## config.mk

```make
export PLATFORM = sky130hd
export DESIGN_NAME = serial_bridge
export DESIGN_NICKNAME = d
export VERILOG_FILES = /design/src/rtl/serial_bridge.sv
export SDC_FILE = /design/constraint.sdc
export NUM_CORES = 1
export LEC_CHECK = 0
export BUFFER_PORTS_ARGS = -buffer_cell sky130_fd_sc_hd__buf_2
export CAP_MARGIN = 10
export CORE_UTILIZATION = 51
export CTS_BUF_LIST = sky130_fd_sc_hd__clkbuf_8
export CTS_CLUSTER_DIAMETER = 150
export DETAILED_ROUTE_END_ITERATION = 10
export PLACE_DENSITY_LB_ADDON = 0.12
export SYNTH_ARGS = -nofsm -noshare
export SYNTH_HDL_FRONTEND = slang
export SYNTH_SLANG_ARGS = --single-unit
```

## constraint.sdc

```tcl
create_clock -name clk -period 2.9 [get_ports clk]
set_input_delay 0.29 -clock clk [delete_from_list [all_inputs] [get_ports clk]]
set_output_delay 0.29 -clock clk [all_outputs]
set_load 0.02 [all_outputs]
```

## src/rtl/serial_bridge.sv

```systemverilog
// serial_bridge: CPU-facing bridge between a 32-bit register port and a byte UART.
// A TX FIFO feeds a small launch FSM that pulses tx_start_o toward the transmitter.
// An RX FIFO collects bytes from the receiver for the CPU to read.
// Register map: 0x0 DATA (write = TX push, read = RX pop), 0x4 STATUS (read, W1C overflow).
// Optional feature: define SERIAL_BRIDGE_INT_EN to build the RX interrupt output.
module serial_bridge #(
  parameter int DEPTH = 8
) (
  input  logic        clk,
  input  logic        rst,
  input  logic        ce_i,
  input  logic        we_i,
  input  logic [3:0]  addr_i,
  input  logic [3:0]  sel_i,
  input  logic [31:0] data_i,
  output logic [31:0] data_o,
  output logic        tx_start_o,
  output logic [7:0]  tx_data_o,
  input  logic        tx_busy_i,
  input  logic        rx_ready_i,
  input  logic [7:0]  rx_data_i,
  output logic        int_o
);

  localparam int AW = (DEPTH > 1) ? $clog2(DEPTH) : 1;
  localparam int CW = AW + 1;
  localparam logic [CW-1:0] FULL_CNT = CW'(DEPTH);

  typedef enum logic [1:0] {IDLE, LOAD, GUARD, DRAIN} tx_state_t;

  tx_state_t       state;
  logic [7:0]      tx_mem [DEPTH];
  logic [7:0]      rx_mem [DEPTH];
  logic [AW-1:0]   tx_wr, tx_rd, rx_wr, rx_rd;
  logic [CW-1:0]   tx_cnt, rx_cnt;
  logic            tx_ovf, rx_ovf;

  logic is_data, is_stat;
  logic tx_full, tx_empty, rx_full, rx_empty;
  logic tx_push_req, tx_push, tx_pop, tx_ovf_set;
  logic rx_pop, rx_push, rx_ovf_set;
  logic stat_wr, tx_idle;
  logic unused_bits;

  assign is_data  = (addr_i == 4'h0);
  assign is_stat  = (addr_i == 4'h4);
  assign tx_full  = (tx_cnt == FULL_CNT);
  assign tx_empty = (tx_cnt == '0);
  assign rx_full  = (rx_cnt == FULL_CNT);
  assign rx_empty = (rx_cnt == '0);

  // TX side: the FSM pops while in LOAD, so a full FIFO may still take a push that cycle
  assign tx_push_req = ce_i & we_i & is_data & sel_i[0];
  assign tx_pop      = (state == LOAD);
  assign tx_push     = tx_push_req & (~tx_full | tx_pop);
  assign tx_ovf_set  = tx_push_req & tx_full & ~tx_pop;

  // RX side: a CPU DATA read on a non-empty FIFO pops once per cycle
  assign rx_pop      = ce_i & ~we_i & is_data & ~rx_empty;
  assign rx_push     = rx_ready_i & (~rx_full | rx_pop);
  assign rx_ovf_set  = rx_ready_i & rx_full & ~rx_pop;

  assign stat_wr     = ce_i & we_i & is_stat;
  assign tx_idle     = tx_empty & (state == IDLE);

  // Upper write-data and byte-enable bits carry no meaning in this register map
  assign unused_bits = ^{sel_i[3:1], data_i[31:8]};

  // FIFO storage; emptiness is tracked by the counters, so no reset is needed here
  always_ff @(posedge clk) begin
    if (tx_push) tx_mem[tx_wr] <= data_i[7:0];
    if (rx_push) rx_mem[rx_wr] <= rx_data_i;
  end

  // TX FIFO pointers and occupancy
  always_ff @(posedge clk or negedge rst) begin
    if (!rst) begin
      tx_wr  <= '0;
      tx_rd  <= '0;
      tx_cnt <= '0;
    end else begin
      if (tx_push) tx_wr <= tx_wr + 1'b1;
      if (tx_pop)  tx_rd <= tx_rd + 1'b1;
      case ({tx_push, tx_pop})
        2'b10:   tx_cnt <= tx_cnt + 1'b1;
        2'b01:   tx_cnt <= tx_cnt - 1'b1;
        default: tx_cnt <= tx_cnt;
      endcase
    end
  end

  // RX FIFO pointers and occupancy
  always_ff @(posedge clk or negedge rst) begin
    if (!rst) begin
      rx_wr  <= '0;
      rx_rd  <= '0;
      rx_cnt <= '0;
    end else begin
      if (rx_push) rx_wr <= rx_wr + 1'b1;
      if (rx_pop)  rx_rd <= rx_rd + 1'b1;
      case ({rx_push, rx_pop})
        2'b10:   rx_cnt <= rx_cnt + 1'b1;
        2'b01:   rx_cnt <= rx_cnt - 1'b1;
        default: rx_cnt <= rx_cnt;
      endcase
    end
  end

  // Sticky overflow flags; a new overflow wins over a same-cycle clear
  always_ff @(posedge clk or negedge rst) begin
    if (!rst) begin
      tx_ovf <= 1'b0;
      rx_ovf <= 1'b0;
    end else begin
      if (tx_ovf_set)                tx_ovf <= 1'b1;
      else if (stat_wr && data_i[2]) tx_ovf <= 1'b0;
      if (rx_ovf_set)                rx_ovf <= 1'b1;
      else if (stat_wr && data_i[3]) rx_ovf <= 1'b0;
    end
  end

  // Launch FSM: start pulse and byte are registered on entry to LOAD
  always_ff @(posedge clk or negedge rst) begin
    if (!rst) begin
      state      <= IDLE;
      tx_start_o <= 1'b0;
      tx_data_o  <= 8'h00;
    end else begin
      tx_start_o <= 1'b0;
      case (state)
        IDLE: if (!tx_empty && !tx_busy_i) begin
          state      <= LOAD;
          tx_start_o <= 1'b1;
          tx_data_o  <= tx_mem[tx_rd];
        end
        LOAD:    state <= GUARD;
        GUARD:   state <= DRAIN;
        DRAIN:   if (!tx_busy_i) state <= IDLE;
        default: state <= IDLE;
      endcase
    end
  end

  // CPU read mux; forced to zero while reset is held
  always_comb begin
    data_o = 32'h0;
    if (rst && ce_i && !we_i) begin
      if (is_data && !rx_empty) data_o = {24'h0, rx_mem[rx_rd]};
      else if (is_stat)         data_o = {27'h0, tx_idle, rx_ovf, tx_ovf, ~rx_empty, ~tx_full};
    end
  end

`ifdef SERIAL_BRIDGE_INT_EN
  logic int_q;
  // Interrupt request: RX data pending or RX overflow, one cycle behind the flags
  always_ff @(posedge clk or negedge rst) begin
    if (!rst) int_q <= 1'b0;
    else      int_q <= ~rx_empty | rx_ovf;
  end
  assign int_o = int_q;
`else
  assign int_o = 1'b0;
`endif

endmodule

```

==> results of run 1 <==
-- power by group through the flow --
stage / registers (mW) / clock network [mW] / logic [mW]
6_report: 3.19 / 1.77 / 1.79
5_1_grt: 3.24 / 1.90 / 1.98
4_1_cts: 3.20 / 1.81 / 1.81
3_5_place_dp: 3.25 / 0 / 1.80
3_3_place_gp: 3.23 / 0 / 1.76
2_1_floorplan: 3.12 / 0 / 1.41
-- layout by cell type (no fill, tap or decap), drive strengths merged, types with 2 or more instances in the layout --
master / synthesis / layout
nor2: 25 / 25
nor4b: 2 / 2
bufinv: 0 / 5
nand2: 14 / 14
mux2i: 17 / 17
clkinv: 0 / 7
nor4bb: 2 / 2
ha: 14 / 14
nand2b: 8 / 8
mux2: 5 / 5
o21ai: 9 / 9
conb: 1 / 25
nor4: 4 / 4
xor2: 8 / 8
mux4: 32 / 32
buf: 33 / 69
a21oi: 12 / 12
xnor2: 6 / 6
inv: 11 / 13
dfrtp: 33 / 33
edfxtp: 128 / 128
clkbuf: 6 / 17
nor3: 11 / 11
nor3b: 3 / 3
nand3: 7 / 7
and3: 2 / 2
-- worst max-delay path, delay by kind of cell, from the launching register on --
kind | cells | cell delay (ns)
mux | 2 | 0.83
buf+inv | 1 | 0.18
compound gates | 1 | 0.13
flops | 1 | 0.78
-- layer usage --
metal / up-vias / wire length (um)
li1: 1662 / -
met1: 1843 / 5810
met2: 97 / 5630
met3: 16 / 669
met4: 2 / 158
met5: - / 11
-- flip-flops by register name (all words and copies together), names as in the netlist --
| register | flops |
|---|---|
| rx_mem | 64 |
| rx_rd | 3 |
| rx_wr | 3 |
| tx_cnt | 4 |
| tx_ovf | 1 |
| tx_data_o | 8 |
| state | 2 |
| tx_start_o | 1 |
| rx_cnt | 4 |
| tx_wr | 3 |
| tx_rd | 3 |
| tx_mem | 64 |
| rx_ovf | 1 |
-- metrics by stage --
step	std cells	power, mW	util	cell area, sq um
finish	671	6.74	0.591	7790
CTS	671	6.82	0.591	7790
global placement	638	4.99	0.557	7350
floorplan	432	4.53	-	6970
detailed placement	638	5.05	0.557	7350
global route	671	7.13	0.591	7790
-- final timing paths --
path,depth (start not counted),endpoint,slack [ns],startpoint
worst max-delay path,4,data_o[0],0.23,rx_rd[1]
worst min-delay path,1,rx_mem[7][3],0.11,rx_data_i[3]
worst max register to register,9,tx_cnt[3],0.29,state[1]
worst min register to register,1,tx_ovf,0.51,tx_ovf
max in group asynchronous,3,tx_wr[0],2.08,rst
min in group asynchronous,2,rx_cnt[0],0.20,rst
-- cell families after synthesis --
kind of cell    synth area share
fa+ha+maj                 0.0284
xor+xnor                  0.0178
simple gates              0.0678
compound gates            0.0256
other cells             0.000545
flops                      0.679
mux                        0.138
buf+inv                   0.0429
-- final cells by class --
cell class                 instances  share of cell area
inverter                          11             0.00530
sequential                       161               0.599
multi-input combinational        221               0.258
clock inverter                    15              0.0255
clock buffer                      17              0.0300
timing repair buffer              70              0.0539
tap                              176              0.0283
-- what timing repair did --
action / in CTS / in global routing
hold endpoints to repair: 4 / 0
hold buffers: 1 / 0
resized for setup: 0 / 1
setup buffers: 0 / 0
setup endpoints to repair: 0 / 1
==> impl_results.md, run 1 <==
- Status: finished clean
- WL final: between 10 and 15 mm
- Cell with the most instances after synthesis: edfxtp_1
- Reg clk slew, reported paths: 0.08 ns
- DR pass1 iterations: 4
- Crit path max-delay cell type: dfrtp_1
- DRC Markers: 0
- Vias in the first global route: 3565
- Maxcap violations: 0
- Setup ws final: 0.232 ns
- Inserted Diodes: 0
- Share of cells above drive strength 1: 0.283
- Internal: approximately 4.7 mW
- Asr flop ratio synth: 0.205
- Fin crit share: 0.920
- Post-place setup slack: just over 0.1 ns
- Routability Congestion: 0.706
- First-pass GRT wire length: 19.4 mm
- CTS tree: yes
- Layout fillers: 1034
- CTS H-Tree Depth: 4
- Seq cells post-synth: 161
- WP data arrival: approximately 2.4 ns
- Cell taking the most area after synthesis: edfxtp_1
- DRT iter0 DRCs: about 250
- IO Pins: 96
- Die area: 14000 sq um
- DIE HEIGHT: 118 um
- Syn Inst Count: approximately 410
- Post-route ant nets: 0
- Cts bufs inserted: 17
- RSZ-0062 raised after global routing: no
- Hold Crit Class: primary input to flip-flop
- Port bufs: 43
- Vias post-DR: 3620
- Fin Hold WS: about 0.11 ns
- Critical path type: flip-flop to output pin
- Post-synthesis sequential area ratio: 0.679
- Worst slew pin tran: 0.852 ns
- Layout area overhead: 13.3%
- Vias/cell: ~5.4
- Crit path time final: 2.67 ns
- Clock root cell: clkbuf_8
- Initial antenna violation count: 1
- Crit end category: output pin
- Pwr dens: 865 nW/um^2
- Combinational power share: 0.265
- Main synth FF type: edfxtp_1
- Hold Vio Cnt, Final: 0
- Mean Syn Cell Area: 16.9 sq um
- Area share of the largest cell type after synthesis: 0.559
- Gr ovfl total: 0
- Slowest Stage Delay on Critical Path: roughly 0.78 ns
- DP HPWL: 8.18 mm
- Final setup fails: 0
- Clock sink count: 161
- FMAX: between 0.3 and 0.4 GHz
- Crit path launch type: flip-flop
- Warnings, synthesis: 0
- Largest net degree at the start of global routing: 30
- Die X: between 100 and 150 um
- Met3 GRT Util: 0.0555
- CP cell instances: mux4_2 -> mux2i_1 -> o22ai_1 -> buf_2
- # nets final: 551
- Worst Path Required: around 2.6 ns
- Maximum VDD drop: 0.341 mV
- Worst-path maximum fanout: 12
- M1 GR Usage: 0.278
- Clock power share: 0.262
- Net Sw Frac: 0.299
- Sw Pwr: 2.02 mW
- Pleak: 2.89 nW
- Max_slew headroom: 0.430
- Met2 GRT Util: 0.286
- Row cnt: 42
- Clk_skew: approximately 0.0085 ns
- Initial Utilization: 0.522
- Skew-Pair Late Insertion Delay: 0.44 ns
- GRT Max-Usage Layer: met2
- Core Footprint: between 10000 and 15000 sq um
- Synth top area cells: edfxtp_1 56%, dfrtp_1 12%, mux4_2 10%
- Multi-input logic area: 2010 sq um
- Setup TNS: 0 ns
- WL/cell: about 18 um
- Cell Area, Synth: 6880 sq um
- Number of synthesized flops with an enable pin: 128
- Storage element area: 4670 sq um
- GRT Overall Usage: 0.194
- CTS Buffer Depth: 2
- Slew Limit Fails: 0
- Reg power frac: 0.473
- Synth cell types: 49
- Post-synth top cells: 128 x edfxtp_1, 33 x dfrtp_1, 32 x mux4_2
Note: power is estimated with default switching activity, not from simulation.
==> inputs of run 2 (changes only) <==
--- a/config.mk
+++ b/config.mk
@@ -8,7 +8,7 @@
 export BUFFER_PORTS_ARGS = -buffer_cell sky130_fd_sc_hd__buf_2
 export CAP_MARGIN = 10
 export CORE_UTILIZATION = 51
-export CTS_BUF_LIST = sky130_fd_sc_hd__clkbuf_8
+export CTS_BUF_LIST = sky130_fd_sc_hd__clkbuf_4 sky130_fd_sc_hd__clkbuf_8 sky130_fd_sc_hd__clkbuf_16
 export CTS_CLUSTER_DIAMETER = 150
 export DETAILED_ROUTE_END_ITERATION = 10
 export PLACE_DENSITY_LB_ADDON = 0.12
==> impl_results.md, run 2 (same netlist as run 1, synthesis figures left out) <==
- Status: finished clean
- Biggest registers after layout: rx_mem x64, tx_mem x64, tx_data_o x8
- Initial antenna violation count: 1 (unchanged)
- Multi-input logic area: 2010 sq um (unchanged)
- GRT Overall Usage: 0.195 (+0.00112)
- WL final: 12.4 mm (+0.82%)
- CTS tree: yes
- Largest net degree at the start of global routing: 30 (unchanged)
- GRT Max-Usage Layer: met2
- Storage element area: 4670 sq um (unchanged)
- First-pass GRT wire length: 19.6 mm (+0.86%)
- DIE HEIGHT: 118 um (unchanged)
- Vias post-DR: 3611 (-0.25%)
- Maxcap violations: 0 (unchanged)
- Slowest Stage Delay on Critical Path: 0.78 ns (about the same)
- DR pass1 iterations: 4 (unchanged)
- Die area: 14000 sq um (unchanged)
- DP HPWL: 8.18 mm (unchanged)
- Worst Path Required: 2.61 ns (about the same)
- Routability Congestion: 0.706 (unchanged)
- Share of cells above drive strength 1: 0.287 (+0.00404)
- Gr ovfl total: 0 (unchanged)
- Row cnt: 42 (unchanged)
- Initial Utilization: 0.522 (unchanged)
- Commonest non-fill, non-tap cells in the layout: 128 x edfxtp_1, 43 x buf_2, 33 x dfrtp_1
- Clock root cell: clkbuf_16
- Critical R2R Launch: state[1]
- Hold Crit Class: primary input to flip-flop
- Hold Vio Cnt, Final: 0 (unchanged)
- IO Pins: 96 (unchanged)
- Cts bufs inserted: 17 (unchanged)
- Inserted Diodes: 0 (unchanged)
- Slew Limit Fails: 0 (unchanged)
- Pleak: 2.98 nW (+3.0%)
- Delay-heaviest family, CP: multiplexers
- WL/cell: 18.4 um (+0.82%)
- Worst-path maximum fanout: 12 (unchanged)
- Final setup fails: 0 (unchanged)
- Core Footprint: 13200 sq um (unchanged)
- Setup ws final: 0.253 ns (+0.0209 ns)
- Layout area overhead: 16.1%
- Vias in the first global route: 3584 (+0.53%)
- CTS Buffer Depth: 2 (unchanged)
- FMAX: 0.378 GHz (+0.79%)
- Crit path max-delay cell type: dfrtp_1
- Crit path time final: 2.65 ns (-0.0209 ns)
- Post-CTS Setup Bufs: 0 (unchanged)
- RSZ-0062 raised after global routing: no
- Clock sink count: 161 (unchanged)
- Worst slew pin tran: 0.845 ns (-0.00620 ns)
- Hold Startpoint: rx_data_i[5]
- DRT iter0 DRCs: 221 (-10%)
- Die X: 118 um (unchanged)
- Fin crit share: 0.913 (-0.00721)
- Commonest non-fill, non-tap cell in the layout: edfxtp_1
- M1 GR Usage: 0.281 (+0.00291)
- DRC Markers: 0 (unchanged)
- CTS H-Tree Depth: 4 (unchanged)
- CP Launch Point: rx_rd[1]
- Setup TNS: 0 ns (unchanged)
- Met3 GRT Util: 0.0512 (-0.00434)
- Crit path launch type: flip-flop
- Critical path buffer and inverter count: 1 (unchanged)
- Pwr dens: 920 nW/um^2 (+6.4%)
- # nets final: 551 (unchanged)
- Skew-Pair Late Insertion Delay: 0.42 ns (-0.02 ns)
- Clk_skew: 0.00663 ns (-0.00191 ns)
- Critical path type: flip-flop to output pin
- Post-place setup slack: 0.103 ns (unchanged)
- Reg clk slew, reported paths: 0.06 ns (-0.02 ns)
- Port bufs: 43 (unchanged)
- Layout fillers: 1012 (-2.1%)
- WP data arrival: 2.36 ns (-0.02 ns)
- CP cell instances: mux4_2 -> mux2i_1 -> o21ai_1 -> buf_2
- Maximum VDD drop: 0.425 mV (+25%)
- Crit end category: output pin
- Post-route ant nets: 0 (unchanged)
- Met2 GRT Util: 0.287 (+0.000735)
- Vias/cell: 5.38 (-0.25%)
- Max_slew headroom: 0.434 (+0.00415)
run 2: power breakdown:
part	internal (mW)	leakage (nW)	switching, mW
logic	0.887	1.12	0.901
clock network	1.53	0.308	0.842
registers	2.84	1.55	0.353
run 2: worst reg2reg max path, cell delays in order, from the launching register on:
cell and delay, ns:
dfrtp_1 0.39, inv_1 0.10, ha_2 0.25, inv_1 0.08, a211o_4 0.37, ha_1 0.30, ha_1 0.30, a21oi_1 0.22
o21ai_0 0.13, o311ai_0 0.33
run 2: final timing paths:
path	slack (ns)	cells after the start	to
max reg2reg	0.29	9	tx_cnt[3]
min in group asynchronous	0.23	2	rx_cnt[0]
min reg2reg	0.50	1	tx_ovf
min	0.14	1	rx_mem[2][5]
max in group asynchronous	2.05	3	tx_wr[0]
max	0.25	4	data_o[3]
run 2: metrics by stage:
step / total power, mW / std cells / utilization / cell area, sq um / hold slack (ns)
finish: 7.36 / 671 / 0.606 / 7990 / 0.142
CTS: 7.43 / 671 / 0.606 / 7990 / 0.123
floorplan: 4.53 / 432 / - / 6970 / -0.00559
detailed placement: 5.05 / 638 / 0.557 / 7350 / 0.139
global route: 7.74 / 671 / 0.606 / 7990 / 0.131
global placement: 4.99 / 638 / 0.557 / 7350 / 0.141
run 2: layout make-up:
class / count / area share
tap: 176 / 0.0276
clock buffer: 19 / 0.0551
sequential: 161 / 0.584
clock inverter: 13 / 0.0240
multi-input combinational: 221 / 0.251
inverter: 11 / 0.00517
timing repair buffer: 70 / 0.0526
run 2: layer usage:
metal / wire [um] / part of all wire
met1: 5780 / 0.47
met2: 5630 / 0.45
met3: 807 / 0.065
met4: 145 / 0.012
met5: 13 / 0.0011
run 2: what timing repair did:
action                                 in CTS  in global routing
hold buffers                                1                  0
endpoints found under the hold margin       4                  0
setup endpoints to repair                   0                  1
gates resized for setup                     0                  1
==> inputs of run 3 (changes only) <==
==> constraint.sdc (replaced) <==
create_clock -name clk -period 2.9 [get_ports clk]
set_input_delay 0.435 -clock clk [delete_from_list [all_inputs] [get_ports clk]]
set_output_delay 0.435 -clock clk [all_outputs]
set_load 0.02 [all_outputs]
==> impl_results.md, run 3 (same netlist as run 1, synthesis figures left out) <==
- Status: finished clean
- GRT Overall Usage: 0.199 (+0.00374)
- Post-route ant nets: 0 (unchanged)
- Vias in the first global route: 3835 (+7.0%)
- Critical R2R Launch: state[1]
- Maximum VDD drop: 0.473 mV (+11%)
- RR Endpoint: tx_cnt[3]
- WL final: 12.4 mm (+0.18%)
- Vias/cell: 5.36 (-0.49%)
- WP data arrival: 2.24 ns (-0.12 ns)
- Non-filler instance count after layout: 676 (+0.75%)
- Setup TNS: 0 ns (unchanged)
- Die X: 118 um (unchanged)
- Row cnt: 42 (unchanged)
- Hold Path Sink: rx_mem[7][0]
- Worst slew pin tran: 0.867 ns (+0.0215 ns)
- Final instance area: 7970 sq um (-0.33%)
- Final setup fails: 0 (unchanged)
- Post-CTS Setup Bufs: 0 (unchanged)
- Slowest Stage Delay on Critical Path: 0.76 ns (-0.02 ns)
- Biggest registers after layout: rx_mem x64, tx_mem x64, tx_data_o x8
- Hold Crit Class: primary input to flip-flop
- Fin crit share: 0.921 (+0.00840)
- Area after detailed placement: 7380 sq um (+0.41%)
- FMAX: 0.374 GHz (-0.91%)
- CP cell instances: mux4_2 -> mux2i_1 -> nand2_1 -> and3_1 -> buf_2
- Maxcap violations: 0 (unchanged)
- Cts bufs inserted: 17 (unchanged)
- Clock power share: 0.300 (-0.023)
- Internal: 4.96 mW (-5.7%)
- Met3 GRT Util: 0.0584 (+0.00724)
- CTS tree: yes
- Hold Vio Cnt, Final: 0 (unchanged)
- RSZ-0062 raised after global routing: no
- Share of cells above drive strength 1: 0.297 (+0.00972)
- Reg power frac: 0.445 (+0.011)
- Initial antenna violation count: 0 (-1)
- Crit path max-delay cell type: dfrtp_1
- DP HPWL: 8.50 mm (+3.9%)
- Met2 GRT Util: 0.307 (+0.0195)
- Crit path launch type: flip-flop
- Core Footprint: 13200 sq um (unchanged)
- IO Pins: 96 (unchanged)
- Max_slew headroom: 0.420 (-0.0144)
- Routability Congestion: 0.738 (+4.6%)
- Skew-Pair Late Insertion Delay: 0.42 ns (about the same)
- Slew Limit Fails: 0 (unchanged)
- DRT iter0 DRCs: 201 (-9.0%)
- First-pass GRT wire length: 20.1 mm (+2.8%)
- GRT Max-Usage Layer: met2
- Worst-path maximum fanout: 13 (+1)
- Hold Startpoint: rx_data_i[0]
- Post-place setup slack: 0.0670 ns (-0.0364 ns)
- Largest net degree at the start of global routing: 25 (-17%)
- M1 GR Usage: 0.273 (-0.00779)
- Clock root cell: clkbuf_16
- Worst hold stages: 1 (unchanged)
- Critical path buffer and inverter count: 1 (unchanged)
- Port bufs: 43 (unchanged)
- Worst Path Required: 2.47 ns (-0.14 ns)
- Layout area overhead: 15.8%
- Clock sink count: 161 (unchanged)
- Delay-heaviest family, CP: flip-flops
- Crit end category: output pin
- DP Cell Count: 642 (+0.63%)
- WL/cell: 18.3 um (-0.56%)
- DIE HEIGHT: 118 um (unchanged)
- Fin Hold WS: 0.286 ns (+0.144 ns)
- Combinational power share: 0.255 (+0.012)
- CTS H-Tree Depth: 4 (unchanged)
- Die area: 14000 sq um (unchanged)
- Commonest non-fill, non-tap cells in the layout: 128 x edfxtp_1, 43 x buf_2, 32 x mux4_2, 32 x dfrtp_1, 30 x buf_4
- Sw Pwr: 2.21 mW (+5.3%)
- R2R setup slack: 0.26 ns (-0.03 ns)
- Pwr dens: 900 nW/um^2 (-2.3%)
- # nets final: 555 (+0.73%)
- DRC Markers: 0 (unchanged)
- Reg clk slew, reported paths: 0.07 ns (about the same)
- Crit path time final: 2.67 ns (+0.0243 ns)
- FF-to-FF path depth: 9 (unchanged)
- Pleak: 2.96 nW (-0.48%)
- Critical path type: flip-flop to output pin
- Commonest non-fill, non-tap cell in the layout: edfxtp_1
- Gr ovfl total: 0 (unchanged)
- Net Sw Frac: 0.308 (+0.0230)
- Setup ws final: 0.229 ns (-0.0243 ns)
- DR pass1 iterations: 5 (+1)
- CTS Buffer Depth: 2 (unchanged)
- Initial Utilization: 0.522 (unchanged)
- Vias post-DR: 3620 (+0.25%)
- Clk_skew: 0.00699 ns (+0.000353 ns)
[run 3: area by class of cell]
cell class | count | area, sq um
Sequential cell | 161 | 4670
Tap cell | 176 | 220
Fill cell | 1006 | 5230
Clock buffer | 17 | 425
Clock inverter | 15 | 149
Inverter | 11 | 41.3
Multi-Input combinational cell | 221 | 2010
Antenna cell | 1 | 2.50
Timing Repair Buffer | 74 | 450
[run 3: metrics by stage]
| stage | util | power [mW] |
|---|---|---|
| 2_1_floorplan | - | 4.53 |
| 3_3_place_gp | 0.559 | 5.01 |
| 3_5_place_dp | 0.559 | 5.08 |
| 4_1_cts | 0.604 | 7.26 |
| 5_1_grt | 0.604 | 7.56 |
| 6_report | 0.604 | 7.17 |
[run 3: worst max-delay path by stage]
stage / start / to / slack, ns / cells after the start
detailed placement: addr_i[2] / tx_cnt[3] / 0.07 / 8
CTS: rx_rd[2] / data_o[4] / 0.18 / 5
floorplan: addr_i[2] / rx_mem[0][0] / 0.17 / 5
finish: rx_rd[2] / data_o[4] / 0.23 / 5
global placement: addr_i[2] / tx_cnt[3] / 0.19 / 8
global route: state[1] / tx_cnt[3] / 0.08 / 9
[run 3: what timing repair did]
action,4_1_cts,5_1_grt
endpoints found under the setup margin,1,0
resized for setup,1,0
hold endpoints to repair,9,0
hold buffers,1,0
[run 3: per-layer routing]
| layer | wire length (um) | part of all wire | vias up |
|---|---|---|---|
| li1 | - | - | 1679 |
| met2 | 5910 | 0.48 | 98 |
| met1 | 5610 | 0.45 | 1835 |
| met5 | 0 | 0 | - |
| met4 | 112 | 0.0090 | 0 |
| met3 | 766 | 0.062 | 8 |
[run 3: power by group through the flow]
stage / clock network (mW) / registers (mW) / logic, mW
after floorplan: 0 / 3.12 / 1.41
after global placement: 0 / 3.22 / 1.79
after detailed placement: 0 / 3.24 / 1.84
after CTS: 2.21 / 3.20 / 1.85
after global routing: 2.28 / 3.25 / 2.03
final: 2.15 / 3.19 / 1.82
